--- src/rtl/stick_game_display_pkg.sv ---
// Shared geometry constants, game state type and frame row-slice helper
// for the stick game display.
package stick_game_display_pkg;

    localparam int ROWS = 8;
    localparam int COLS = 8;
    localparam int FB_W = 64;
    localparam logic [7:0] SCORE_MAX = 8'd255;

    typedef enum logic {
        ST_PLAY = 1'b0,
        ST_OVER = 1'b1
    } game_state_e;

    // Row r of a frame occupies bits [8r+7:8r].
    function automatic logic [COLS-1:0] row_slice(input logic [FB_W-1:0] frame,
                                                  input logic [2:0]      idx);
        return frame[{idx, 3'b000} +: COLS];
    endfunction

endpackage

--- src/rtl/stick_game_display_matrix_row_scanner.sv ---
// Time-multiplexes a 64-bit composite image onto an 8x8 matrix:
// each row is strobed (active low) for SCAN_DIV cycles.
module matrix_row_scanner
    import stick_game_display_pkg::*;
#(
    parameter int SCAN_DIV = 1000
) (
    input  logic            clk_i,
    input  logic            rst_i,
    input  logic [FB_W-1:0] image_i,
    output logic [ROWS-1:0] row_n_o,
    output logic [COLS-1:0] col_o
);

    localparam int CNT_W = (SCAN_DIV > 1) ? $clog2(SCAN_DIV) : 1;

    logic [CNT_W-1:0] div_cnt_q, div_cnt_d;
    logic [2:0]       row_idx_q, row_idx_d;
    logic [ROWS-1:0]  row_n_q;
    logic [COLS-1:0]  col_q;

    // Row dwell counter; the row index advances when the counter wraps.
    always_comb begin
        div_cnt_d = div_cnt_q;
        row_idx_d = row_idx_q;
        if (div_cnt_q == CNT_W'(SCAN_DIV - 1)) begin
            div_cnt_d = {CNT_W{1'b0}};
            row_idx_d = row_idx_q + 3'd1;
        end else begin
            div_cnt_d = div_cnt_q + CNT_W'(1);
            row_idx_d = row_idx_q;
        end
    end

    // Scan state and registered matrix drive, one cycle behind row_idx.
    always_ff @(posedge clk_i) begin
        if (rst_i) begin
            div_cnt_q <= {CNT_W{1'b0}};
            row_idx_q <= 3'd0;
            row_n_q   <= 8'hFF;
            col_q     <= 8'h00;
        end else begin
            div_cnt_q <= div_cnt_d;
            row_idx_q <= row_idx_d;
            row_n_q   <= ~(8'b0000_0001 << row_idx_q);
            col_q     <= row_slice(image_i, row_idx_q);
        end
    end

    assign row_n_o = row_n_q;
    assign col_o   = col_q;

endmodule

--- src/rtl/stick_game_display.sv ---
// Falling-stick game front end: latches map frames, moves the player on the
// bottom row, detects collisions, keeps score and drives the LED matrix.
module stick_game_display
    import stick_game_display_pkg::*;
#(
    parameter int SCAN_DIV     = 1000,
    parameter int PLAYER_START = 3
) (
    input  logic            system_clk,
    input  logic            rst,
    input  logic [FB_W-1:0] framebuffer,
    input  logic            map_generate_clk,
    input  logic            btn_left,
    input  logic            btn_right,
    output logic [ROWS-1:0] row_n,
    output logic [COLS-1:0] col,
    output logic [2:0]      player_col,
    output logic            game_over,
    output logic [7:0]      score
);

    logic            mg_q;
    logic [FB_W-1:0] snap_q, snap_d;
    logic [2:0]      player_q, player_d;
    logic [7:0]      score_q, score_d;
    game_state_e     state_q, state_d;
    logic            tick_s;
    logic            hit_s;
    logic [FB_W-1:0] image_s;

    assign tick_s = map_generate_clk & ~mg_q;
    assign hit_s  = snap_q[{3'b111, player_q}];

    // Next-state for frame, player, score and game state; all frozen once over.
    always_comb begin
        snap_d   = snap_q;
        player_d = player_q;
        score_d  = score_q;
        state_d  = state_q;
        case (state_q)
            ST_PLAY: begin
                if (tick_s) begin
                    snap_d = framebuffer;
                end else begin
                    snap_d = snap_q;
                end
                case ({btn_left, btn_right})
                    2'b10:   player_d = (player_q == 3'd0) ? 3'd0 : player_q - 3'd1;
                    2'b01:   player_d = (player_q == 3'd7) ? 3'd7 : player_q + 3'd1;
                    default: player_d = player_q;
                endcase
                // The retiring bottom row counts only if it held a stick and missed us.
                if (tick_s && (row_slice(snap_q, 3'd7) != 8'h00) && !hit_s
                    && (score_q != SCORE_MAX)) begin
                    score_d = score_q + 8'd1;
                end else begin
                    score_d = score_q;
                end
                if (hit_s) begin
                    state_d = ST_OVER;
                end else begin
                    state_d = ST_PLAY;
                end
            end
            ST_OVER: state_d = ST_OVER;
            default: state_d = ST_PLAY;
        endcase
    end

    // Game state registers.
    always_ff @(posedge system_clk) begin
        if (rst) begin
            mg_q     <= 1'b0;
            snap_q   <= {FB_W{1'b0}};
            player_q <= 3'(PLAYER_START);
            score_q  <= 8'd0;
            state_q  <= ST_PLAY;
        end else begin
            mg_q     <= map_generate_clk;
            snap_q   <= snap_d;
            player_q <= player_d;
            score_q  <= score_d;
            state_q  <= state_d;
        end
    end

    assign image_s = snap_q | ({{(FB_W-1){1'b0}}, 1'b1} << {3'b111, player_q});

    matrix_row_scanner #(
        .SCAN_DIV (SCAN_DIV)
    ) u_scanner (
        .clk_i   (system_clk),
        .rst_i   (rst),
        .image_i (image_s),
        .row_n_o (row_n),
        .col_o   (col)
    );

    assign player_col = player_q;
    assign game_over  = (state_q == ST_OVER);
    assign score      = score_q;

endmodule

--- config.mk ---
export PLATFORM = sky130hd
export DESIGN_NAME = stick_game_display
export DESIGN_NICKNAME = d
export VERILOG_FILES = /design/src/rtl/stick_game_display_pkg.sv /design/src/rtl/stick_game_display_matrix_row_scanner.sv /design/src/rtl/stick_game_display.sv
export SDC_FILE = /design/constraint.sdc
export NUM_CORES = 1
export LEC_CHECK = 0
export BUFFER_PORTS_ARGS = -buffer_cell sky130_fd_sc_hd__buf_2
export CORE_MARGIN = 10
export CORE_UTILIZATION = 50
export CTS_BUF_LIST = sky130_fd_sc_hd__clkbuf_8 sky130_fd_sc_hd__clkbuf_16
export DETAILED_ROUTE_END_ITERATION = 10
export PLACE_DENSITY = 0.8
export SYNTH_ARGS = -nofsm -noshare
export SYNTH_HDL_FRONTEND = slang
export SYNTH_SLANG_ARGS = --single-unit
--- constraint.sdc ---
create_clock -name system_clk -period 5.5 [get_ports system_clk]
set_input_delay 0.275 -clock system_clk [delete_from_list [all_inputs] [get_ports system_clk]]
set_output_delay 0.275 -clock system_clk [all_outputs]
set_load 0.02 [all_outputs]
* Yosys cells after proc, flatten, opt, wreduce, memory -nomap -nowiden *
Cells that the tools add are included.

cells by class
  order comparisons = 1
  bitwise operators = 5
  shifts and indexed selects = 3
  reductions and logical operators = 11
  $add $sub $neg = 5
  muxes and demuxes = 7
  multipliers = 0
  equality and inequality tests = 5
  div/mod/pow operators = 0

operators by type and width
  operator                                             count
  bitwise OR 64 bit                                    1
  indexed part select 64 x 7 -> 8 bit                  1
  left shift 1 x 6 -> 64 bit (first input constant)    1
  adder 10 x 1 -> 10 bit (second input constant)       1
  == test 10 bit (second input constant)               1
  adder 8 x 1 -> 8 bit (second input constant)         1
  inequality test 8 bit (second input constant)        1
  inverter 8 bit                                       1
  nonzero test 8 bit                                   1
  left shift 1 x 3 -> 8 bit (first input constant)     1
  < comparator 6 x 7 -> 1 bit (second input constant)  1
  adder 3 x 1 -> 3 bit (second input constant)         2
  2-to-1 mux 3 bit                                     2
  one-hot mux 3 bit (2 select lines)                   1
  AND reduction 2 bit                                  3
  binary-select mux 1 bit (select 3 bit)               1
  == test 3 bit (second input constant)                1
  logical AND 1 bit                                    3
  logical NOT 3 bit                                    1
  subtractor 3 x 1 -> 3 bit (second input constant)    1
  == test 2 x 1 -> 1 bit (second input constant)       1
  == test 2 bit (second input constant)                1
  2-to-1 mux 1 bit                                     2
  inverter 1 bit                                       2
  5 further kinds                                      5

word-level totals
  bits in latches = 0
  logic and storage cells = 46
  bits in writable memories = 0
  input bits = 69
  memories = 0
  flip-flop bits (word level) = 106
  memory bits (read-only) = 0

* Logic depth before layout (Yosys ltp) *
Gate-level depths: netlist of the first run.

  depth in word-level cells = 6
  mapped depth = 6

* Hierarchy *
From an unflattened synthesis of the first run, not the netlist that was laid out.

second synthesis, totals
  cells, all modules = 509
  area, all modules = 4,631.9 um^2

by module, submodules not included
  module              area each (um^2)  times used  cells an instance
  stick_game_display  3,080.5           1           380
  matrix_row_scanner  1,551.5           1           129

* Worst setup path before layout of the first run *
Ideal clock, no wire load.

  kind = register to register
  start point = register player_q[0] (netlist: player_col[0])
  end point = register score_q[3] (netlist: score[3])
  stages on the path, launching flop included = 6
  required time = 5,379 ps
  slack = 3,186 ps
  library setup time = 121 ps
  arrival time = 2,193 ps
  path buffers = 1
  path through = dfxtp_1 -> mux4_1 -> mux2_2 -> buf_6 -> nor4b_1 -> mux2_2

between the ends
  cells in the longest elaborated chain, start to end = 6

RTL lines
  item                                    line                      RTL
  from (decl)                             stick_game_display.sv:24  logic [2:0] player_q, player_d;
  from (signal assigned)                  stick_game_display.sv:75  player_q <= 3'(PLAYER_START);
  from (signal assigned)                  stick_game_display.sv:81  player_q <= player_d;
  binary-select mux 1 bit (select 3 bit)  stick_game_display.sv:32  assign hit_s = snap_q[{3'b111, player_q}];
  2-to-1 mux 1 bit (not written as such)  stick_game_display.sv:32
  logical NOT 1 bit                       stick_game_display.sv:53  if (tick_s && (row_slice(snap_q, 3'd7) != 8'h00) && !hit_s
  logical AND 1 bit                       stick_game_display.sv:53
  logical AND 1 bit                       stick_game_display.sv:54  && (score_q != SCORE_MAX)) begin
  AND reduction 2 bit (no source line)    -
  to (signal assigned)                    stick_game_display.sv:82  score_q <= score_d;
  to (decl)                               stick_game_display.sv:25  logic [7:0] score_q, score_d;

No other way between the ends. The select of a mux whose other input is x is not followed.
A chain may end at the register's enable or synchronous reset.

* Final worst setup path of the first run *
  start point = register state_q (netlist: game_over)
  end point = register score_q[3] (netlist: score[3])

between the ends
  cells in the longest elaborated chain, start to end = 2

RTL lines
  item                                  line                      RTL
  from (decl)                           stick_game_display.sv:26  game_state_e state_q, state_d;
  from (signal assigned)                stick_game_display.sv:83  state_q <= state_d;
  inverter 1 bit                        -
  AND reduction 2 bit (no source line)  -

No other way between the ends.

==> out/metrics.csv, run 1 <==
stage;metric;value;unit
flow_run;max_cap_viol_count;0;
synth;ys_ff_latch;106;
synth;syn-num-nets;584;
sta;fin_crit_sh;42.9;%
sta;rsz0062_at_grt;false;
power_and_ir_drop;combPwrFrac;15.1;%
synth;async_flop_share;0;%
power_and_ir_drop;power_density;289;mW/mm²
sta;finalSetupTns;0;ns
cts;htree_levels;3;
synth;synth.distinct_cells;39;
grt;grt_pass1_wl;17.7;mm
synth;synth_area;0.00449;mm²
power_and_ir_drop;switching_power;0.424;mW
synth;syn_avg_cell_area;8.96;µm²
cells_and_area;area_delta_synth_final;15.3;%
cts;cts_resized;0;
floorplan;rows;34;
sta;slew_headroom;22.6;%
cells_and_area;layout-drive-gt1-share;23.6;%
cts;postCtsHoldBufs;0;
synth;yosysSeqAreaShare;47.3;%
cts;path_clk_slew;0.10;ns
cts;clkLatencyLatePin;0.37;ns
synth;synth_flop_cell;dfxtp_1;
cells_and_area;design_area;0.00518;mm²
synth;synth_warnings;0;
grt;grt_remaining_overflow;0;
setup_path;critPathArrivalTime;2.61;ns
setup_path;reg2reg_from;game_over$_SDFF_PP0_;
sta;fin_hold_ws;0.134;ns
route;via_per_inst;5.46;
setup_path;cp-start-kind;register;
cells_and_area;seq_area;0.00212;mm²
grt;grt_usage;16.5;%
cts;root_buffer;clkbuf_8;
floorplan;ios;97;
grt;first_global_vias;3688;
cts;cts_buffers;9;
cells_and_area;layout_commonest_cell;nand2_1;
sta;finalSetupViolCount;0;
cts;clkSinkCount;106;
cts;cts_setup_buffers;0;
power_and_ir_drop;fin_total_pwr;1.49;mW
hold_path;hold_class;input pin to register;
power_and_ir_drop;pwr-share-seq;56.5;%
route;drt-initial-drc-count;231;
setup_path;cp-startpoint;game_over$_SDFF_PP0_;
sta;fin_skew;0.0127;ns
synth;synth_enable_flop_cells;0;
cells_and_area;multi_input_area;0.00221;mm²
cells_and_area;n_antenna_cell;0;
hold_path;min_from;framebuffer[20];
setup_path;path_class;register to register;
floorplan;start_util;51.5;%
route;first_pass_iters;4;
route;wirelength;10.9;mm
sta;worst_pin_slew;1.16;ns
sta;drv_slew;0;
power_and_ir_drop;pwr-share-clk;28.4;%
floorplan;design.die.area;0.0132;mm²
placement;port_buffers;96;
synth;synth_cells;501;
setup_path;endpoint_kind;register;
cells_and_area;fillers;754;
sta;hold_viol;0;
placement;hpwl;7.99;mm
cells_and_area;layout.nets;662;
power_and_ir_drop;ir_worst_vdd;150;µV
cts;tritoncts;built;
placement;place_area;0.00500;mm²
route;antenna_left;0;
route;drc;0;
cells_and_area;mostFrequentLayoutCells;nand2_1, dfxtp_1, buf_2;
cts;clockBufferDepth;2;
floorplan;die_y;115;µm
setup_path;path_max_fanout;65;
run_status;status;finished clean;
setup_path;crit_required;5.75;ns
grt;antenna_found_initial;0;
power_and_ir_drop;p_leak;2.16;nW
sta;fin_crit;2.36;ns
power_and_ir_drop;p_sw_share;28.4;%
floorplan;core;0.00872;mm²
placement;gp_congestion;0.834;
route;num_vias;3779;
grt;grt_max_degree;93;
sta;max_freq;424;MHz
floorplan;die_x;115;µm
route;wl_per_cell;15.8;µm
power_and_ir_drop;p_int;1.07;mW
logic make-up after synthesis:
family	count (synthesis)	share of synthesized area, %
AO/OA/AOI/OAI	98	12.6
XOR/XNOR	9	1.76
adder cells (fa/ha/maj)	14	3.90
buffers and inverters	41	3.62
flip-flops	106	47.3
multiplexers	26	11.1
AND/OR/NAND/NOR	207	19.7
critical path, cell delays in order (launching register included):
cell and delay, ns:
dfxtp_1 0.36, nor3b_2 0.18, buf_4 0.51, o21ai_1 0.42, nor4b_1 0.40, mux2_2 0.37
sequential cells by signal, indices dropped and copies added, names as in the netlist:
register             count
snap_q                  64
u_scanner.div_cnt_q     10
score                    8
u_scanner.col_o          8
u_scanner.row_n_o        8
player_col               3
u_scanner.row_idx_q      3
game_over                1
mg_q                     1
layout make-up:
class / count / area share [%]
clock buffers: 9 / 2.39
repair buffers: 99 / 9.72
inverters: 9 / 0.653
multi-input cells: 354 / 42.7
flip-flops and latches: 106 / 41.0
clock inverters: 7 / 0.919
well taps: 108 / 2.61
metal layers:
layer	track usage (%)	vias to the layer above	wire length, µm
met2	26.5	108	5270
met4	6.93	0	237
met1	20.8	1790	4760
met3	4.01	13	672
met5	0	-	0
li1	-	1868	-
synth_stat cells, types with 6 or more instances:
cell,number,area (µm²)
inv_1,9,33.8
a21oi_1,68,340
dfxtp_1,106,2120
clkbuf_1,26,97.6
nand2_1,138,518
nor2_1,26,97.6
nor2b_1,6,37.5
xnor2_1,7,61.3
ha_1,14,175
mux4_2,16,360
nand3_1,6,30.0
a22o_1,8,70.1
a21o_1,8,60.1
per-stage QoR:
| stage | utilization (%) | setup WS [ns] | cells |
|---|---|---|---|
| floorplan | - | 3.19 | 501 |
| global placement | 57.4 | 3.25 | 676 |
| detailed placement | 57.4 | 3.14 | 676 |
| CTS | 59.4 | 3.12 | 692 |
| global route | 59.4 | 2.91 | 692 |
| finish | 59.4 | 3.14 | 692 |
path summary, 6_finish.rpt:
kind	end	slack, ns	depth (start not counted)
worst max-delay path	score[3]$_SDFFE_PP0P_	3.14	5
worst min-delay path	snap_q[20]$_SDFFE_PP0P_	0.13	3
worst min register to register	u_scanner.div_cnt_q[0]$_SDFF_PP0_	0.45	1
worst max register to register	score[3]$_SDFFE_PP0P_	3.14	5
power by group through the flow:
stage	clock network, mW	registers [mW]	logic, mW
CTS	0.433	0.844	0.226
global route	0.471	0.851	0.251
global placement	0	0.859	0.219
finish	0.424	0.844	0.225
detailed placement	0	0.862	0.225
floorplan	0	0.863	0.148
Power figures use the tool's default switching activity.
==> run 2, diff against run 1 <==
--- a/config.mk
+++ b/config.mk
@@ -7,10 +7,10 @@
 export LEC_CHECK = 0
 export BUFFER_PORTS_ARGS = -buffer_cell sky130_fd_sc_hd__buf_2
 export CORE_MARGIN = 10
-export CORE_UTILIZATION = 50
+export CORE_UTILIZATION = 49
 export CTS_BUF_LIST = sky130_fd_sc_hd__clkbuf_8 sky130_fd_sc_hd__clkbuf_16
 export DETAILED_ROUTE_END_ITERATION = 10
-export PLACE_DENSITY = 0.8
+export PLACE_DENSITY = 0.82
 export SYNTH_ARGS = -nofsm -noshare
 export SYNTH_HDL_FRONTEND = slang
 export SYNTH_SLANG_ARGS = --single-unit
==> constraint.sdc (replaced) <==
create_clock -name system_clk -period 2.16 [get_ports system_clk]
set_input_delay 0.108 -clock system_clk [delete_from_list [all_inputs] [get_ports system_clk]]
set_output_delay 0.108 -clock system_clk [all_outputs]
set_load 0.02 [all_outputs]
==> run 2 against run 1 <==
  * Sequential power rose to 2.5 times the previous value
  * Die area increased by 1.7%
  * Flip-flop and latch count unchanged
  * Critical path depth shrank 1
  * Sequential share of layout area decreased by 4.8 points
  * Clock power rose to 2.7 times the previous value
  * Critical endpoint unchanged
  * Highest routed layer unchanged
==> out/metrics.csv, run 2 (synthesis results as in run 1) <==
stage;metric;value;unit;change
placement;port_buffers;96;;unchanged
cells_and_area;layout.nets;732;;was 662
sta;worst_pin_slew;0.616;ns;was 1.16 ns
placement;place_area;0.00510;mm²;was 0.00500 mm²
setup_path;crit_required;2.43;ns;was 5.75 ns
grt;grt_usage;18.6;%;was 16.5%
route;wl_per_cell;16.2;µm;was 15.8 µm
cts;root_buffer;clkbuf_8;;unchanged
sta;finalSetupViolCount;0;;unchanged
cells_and_area;regMostFlops;snap_q;;unchanged
cells_and_area;layout-drive-gt1-share;23.1;%;was 23.6%
grt;first_global_vias;4127;;was 3,688
sta;drv_slew;0;;unchanged
grt;grt_max_degree;65;;was 93
floorplan;design.die.area;0.0134;mm²;was 0.0132 mm²
cells_and_area;mostFrequentLayoutCells;nand2_1, dfxtp_1, buf_2;;unchanged
cells_and_area;utilization;66.8;%;was 59.4%
route;antenna_left;0;;unchanged
sta;fin_hold_ws;0.0145;ns;was 0.134 ns
route;via_per_inst;5.32;;was 5.46
power_and_ir_drop;ir_worst_vdd;431;µV;was 150 µV
cts;path_clk_slew;0.10;ns;about the same
cells_and_area;largestRegisters;snap_q (64), u_scanner.div_cnt_q (10);;unchanged
cells_and_area;design_area;0.00588;mm²;was 0.00518 mm²
cells_and_area;area_delta_synth_final;31.0;%;was 15.3%
cts;cts_buffers;9;;unchanged
setup_path;crit_slowest_cell;mux4_1;;was buf_4
sta;fin_crit_sh;96.8;%;was 42.9%
setup_path;cp-start-kind;register;;unchanged
cells_and_area;layout_commonest_cell;nand2_1;;unchanged
power_and_ir_drop;power_density;683;mW/mm²;was 289 mW/mm²
flow_run;max_cap_viol_count;0;;unchanged
route;first_pass_iters;4;;unchanged
power_and_ir_drop;p_leak;2.48;nW;was 2.16 nW
sta;fin_crit;2.09;ns;was 2.36 ns
floorplan;rows;34;;unchanged
grt;antenna_found_initial;0;;unchanged
grt;grt_pass1_wl;20.0;mm;was 17.7 mm
sta;fin_skew;0.0213;ns;was 0.0127 ns
sta;hold_viol;0;;unchanged
hold_path;hold_class;input pin to register;;unchanged
sta;slew_headroom;58.9;%;was 22.6%
setup_path;critPathArrivalTime;2.36;ns;was 2.61 ns
route;num_vias;4053;;was 3,779
sta;rsz0062_at_grt;true;;was false
run_status;status;finished clean;;unchanged
setup_path;path_max_fanout;11;;was 65
route;drc;0;;unchanged
cts;cts_resized;0;;unchanged
floorplan;die_x;116;µm;was 115 µm
cells_and_area;seq_area;0.00213;mm²;was 0.00212 mm²
floorplan;start_util;51.0;%;was 51.5%
floorplan;core;0.00881;mm²;was 0.00872 mm²
setup_path;cpMostUsedCell;mux2_2;;
cells_and_area;multi_input_area;0.00221;mm²;unchanged
sta;setup_slack;0.0697;ns;was 3.14 ns
cts;tritoncts;built;;unchanged
cts;clockBufferDepth;2;;unchanged
floorplan;ios;97;;unchanged
placement;gp_congestion;0.874;;was 0.834
sta;max_freq;478;MHz;was 424 MHz
setup_path;path_class;register to register;;unchanged
route;drt-initial-drc-count;247;;was 231
placement;hpwl;8.22;mm;was 7.99 mm
setup_path;cpPeakStageDelay;0.55;ns;was 0.51 ns
floorplan;die_y;116;µm;was 115 µm
placement;preCtsSetupSlack;0.0478;ns;was 3.14 ns
cts;htree_levels;3;;unchanged
sta;finalSetupTns;0;ns;unchanged
setup_path;crit_chain;mux4_1, mux2_2, nor4b_1, mux2_2;;was nor3b_2, buf_4, o21ai_1, nor4b_1, mux2_2
setup_path;endpoint_kind;register;;unchanged
cells_and_area;largest_reg_flops;64;;unchanged
cts;clkSinkCount;106;;unchanged
route;wirelength;12.4;mm;was 10.9 mm
grt;grt_remaining_overflow;0;;unchanged
cts;clkLatencyLatePin;0.38;ns;was 0.37 ns
cells_and_area;n_antenna_cell;0;;unchanged
cts;cts_setup_buffers;0;;unchanged
cells_and_area;fillers;652;;was 754
## run 2: timing repair
item                                    4_1_cts  5_1_grt
hold endpoints to repair                     60        0
endpoints found under the setup margin        0        3
hold buffers                                 60        0
## run 2: path summary, 6_finish.rpt
path	from	endpoint	slack, ns	cells after the start
worst min register to register	u_scanner.div_cnt_q[0]$_SDFF_PP0_	u_scanner.div_cnt_q[0]$_SDFF_PP0_	0.45	1
worst min-delay path	framebuffer[57]	snap_q[57]$_SDFFE_PP0P_	0.01	3
worst max register to register	player_col[0]$_SDFFE_PP1P_	score[3]$_SDFFE_PP0P_	0.07	4
worst max-delay path	player_col[0]$_SDFFE_PP1P_	score[3]$_SDFFE_PP0P_	0.07	4
## run 2: where the power goes
part           internal [mW]  switching [mW]
combinational          0.331           0.374
sequential              2.07          0.0760
clock                  0.440           0.722
## run 2: area by class of cell
class                      count  share of cell area (%)
clock buffer                   9                    2.11
clock inverter                 7                    1.02
inverter                       9                   0.574
multi-input combinational    354                    37.6
sequential                   106                    36.1
tap                          108                    2.30
timing repair buffer         169                    20.3
## run 2: metal layers
layer  global-route usage [%]  vias up  part of all wire [%]
met5                        0        -                     0
li1                         -     2002                     -
met1                     22.5     1910                    43
met3                     5.32       16                   6.9
met4                     6.01        0                   1.8
met2                     31.4      125                    49
## run 2: worst max-delay path: cells and delay by family (launching register included)
| kind | cells | cell delay, ns |
|---|---|---|
| mux | 3 | 1.29 |
| flops | 1 | 0.37 |
| simple gates | 1 | 0.35 |
## run 2: metrics by stage
step / cells / power [mW]
detailed placement: 686 / 2.80
floorplan: 501 / 2.58
global route: 762 / 4.20
finish: 762 / 4.01
CTS: 762 / 4.01
global placement: 686 / 2.77
==> run 3, diff against run 2 <==
==> constraint.sdc (replaced) <==
create_clock -name system_clk -period 1.8 [get_ports system_clk]
set_input_delay 0.09 -clock system_clk [delete_from_list [all_inputs] [get_ports system_clk]]
set_output_delay 0.09 -clock system_clk [all_outputs]
set_load 0.02 [all_outputs]
==> run 3 against run 2 <==
  * Largest cell class unchanged
  * Clock-buffer cell count did not move
  * Flip-flop and latch count unchanged
  * Critical path type unchanged
  * The flow now finishes with violations (setup timing)
  * Non-clock buffer count up 18
  * Highest routed layer unchanged
==> out/metrics.csv, run 3 (synthesis results as in run 1) <==
stage;metric;value;unit;change
setup_path;crit_cells;5;;was 4
sta;max_freq;521;MHz;was 478 MHz
setup_path;rr_worst_depth;5;;was 4
cells_and_area;layout.nets;751;;was 732
setup_path;cp-start-kind;register;;unchanged
cells_and_area;largest_reg_flops;64;;unchanged
setup_path;cpPeakStageDelay;0.49;ns;was 0.55 ns
cts;root_buffer;clkbuf_8;;unchanged
grt;grt_usage;20.0;%;was 18.6%
route;num_vias;4281;;was 4,053
setup_path;crit_slowest_cell;mux4_2;;was mux4_1
grt;grt_pass1_wl;21.5;mm;was 20.0 mm
sta;worst_pin_slew;0.439;ns;was 0.616 ns
cells_and_area;layout-drive-gt1-share;26.7;%;was 23.1%
sta;slew_headroom;70.8;%;was 58.9%
placement;port_buffers;96;;unchanged
cts;clkSinkCount;106;;unchanged
sta;finalSetupViolCount;12;;was 0
setup_path;path_class;register to register;;unchanged
cells_and_area;layout_commonest_cell;nand2_1;;unchanged
grt;grt_remaining_overflow;0;;unchanged
setup_path;crit_family;multiplexers;;unchanged
route;first_pass_iters;5;;was 4
route;antenna_left;0;;unchanged
sta;fin_crit;1.92;ns;was 2.09 ns
floorplan;die_y;116;µm;unchanged
cts;tritoncts;built;;unchanged
grt;grt_max_degree;65;;unchanged
hold_path;hold_class;input pin to register;;unchanged
power_and_ir_drop;p_leak;2.58;nW;was 2.48 nW
setup_path;crit_required;2.07;ns;was 2.43 ns
floorplan;die_x;116;µm;unchanged
cells_and_area;regMostFlops;snap_q;;unchanged
run_status;status;finished, violations left;;was finished clean
placement;gp_congestion;0.882;;was 0.874
setup_path;endpoint_kind;register;;unchanged
setup_path;crit_chain;inv_1, ha_1, a21o_1, mux4_2, a22o_1;;was mux4_1, mux2_2, nor4b_1, mux2_2
cts;cts_buffers;9;;unchanged
route;drt-initial-drc-count;348;;was 247
cts;path_clk_slew;0.10;ns;about the same
grt;first_global_vias;4342;;was 4,127
floorplan;ios;97;;unchanged
sta;fin_skew;0.0115;ns;was 0.0213 ns
placement;hpwl;8.54;mm;was 8.22 mm
placement;preCtsSetupSlack;-0.144;ns;was 0.0478 ns
cells_and_area;n_antenna_cell;0;;unchanged
route;via_per_inst;5.48;;was 5.32
hold_path;hold_depth;3;;unchanged
cts;clockBufferDepth;2;;unchanged
setup_path;path_max_fanout;5;;was 11
route;wl_per_cell;17.1;µm;was 16.2 µm
grt;antenna_found_initial;0;;unchanged
sta;rsz0062_at_grt;true;;unchanged
cts;clkLatencyLatePin;0.37;ns;was 0.38 ns
floorplan;rows;34;;unchanged
setup_path;crit_buf_inv;1;;was 0
cells_and_area;mostFrequentLayoutCells;nand2_1, dfxtp_1, buf_2;;unchanged
cells_and_area;largestRegisters;snap_q (64), u_scanner.div_cnt_q (10);;unchanged
power_and_ir_drop;power_density;813;mW/mm²;was 683 mW/mm²
sta;hold_viol;0;;unchanged
route;drc;0;;unchanged
setup_path;critPathArrivalTime;2.19;ns;was 2.36 ns
flow_run;max_cap_viol_count;0;;unchanged
run_status;violations;setup timing;;
cts;htree_levels;3;;unchanged
route;wirelength;13.3;mm;was 12.4 mm
floorplan;core;0.00881;mm²;unchanged
cells_and_area;area_delta_synth_final;37.0;%;was 31.0%
floorplan;design.die.area;0.0134;mm²;unchanged
sta;drv_slew;0;;unchanged
power_and_ir_drop;ir_worst_vdd;419;µV;was 431 µV
sta;fin_crit_sh;107;%;was 96.8%
power_and_ir_drop;fin_total_pwr;5.00;mW;was 4.01 mW
sta;setup_slack;-0.121;ns;was 0.0697 ns
floorplan;start_util;51.0;%;unchanged
[run 3: report_power, final]
part	internal, mW	total (mW)	switching, mW	leakage (nW)
registers	2.49	2.57	0.0861	0.867
clock network	0.653	1.47	0.818	0.0998
logic	0.452	0.956	0.504	1.61
total	3.59	5.00	1.41	2.58
[run 3: worst paths after layout]
kind | startpoint | slack, ns | to
setup / recovery | player_col[1]$_SDFFE_PP1P_ | -0.12 | u_scanner.col_o[1]$_SDFF_PP0_
hold reg to reg | snap_q[17]$_SDFFE_PP0P_ | 0.46 | snap_q[17]$_SDFFE_PP0P_
hold / removal | framebuffer[58] | 0.008 | snap_q[58]$_SDFFE_PP0P_
setup reg to reg | player_col[1]$_SDFFE_PP1P_ | -0.12 | u_scanner.col_o[1]$_SDFF_PP0_
[run 3: area by class of cell]
cell class	count	area [µm²]
well taps	108	135
fillers	611	2660
repair buffers	187	1360
clock buffers	9	124
inverters	9	33.8
flip-flops and latches	106	2130
multi-input cells	355	2290
clock inverters	7	77.6
[run 3: through the flow]
step | utilization (%) | std cells | hold slack [ns] | area (µm²) | setup TNS, ns
final | 69.8 | 781 | 0.00815 | 6150 | -0.912
after global placement | 59.6 | 700 | 0.331 | 5250 | -0.372
after global routing | 69.8 | 781 | 0.00851 | 6150 | -1.61
after detailed placement | 59.6 | 700 | 0.336 | 5250 | -0.784
after CTS | 69.7 | 781 | 0.000606 | 6140 | -0.663
after floorplan | - | 501 | 0.218 | 4520 | -1.17
[run 3: per-layer routing]
| layer | GRT usage [%] | part of all wire, % | routed length [µm] |
|---|---|---|---|
| met1 | 23.4 | 39 | 5200 |
| met2 | 35.1 | 51 | 6780 |
| met3 | 4.19 | 7.7 | 1030 |
| met4 | 7.67 | 2.4 | 318 |
| met5 | 0 | 0 | 0 |
[run 3: repair_timing]
item | 4_1_cts | 5_1_grt
resized for setup | 9 | 2
endpoints found under the setup margin | 12 | 16
setup buffers | 1 | 0
pin swaps | 5 | 1
gates cloned | 1 | 0
hold endpoints to repair | 63 | 0
hold buffers | 63 | 0
[run 3: tightest hold or removal path, stage by stage]
cell and delay [ns]:
buf_2 0.10, nand2_1 0.07, a21oi_1 0.06
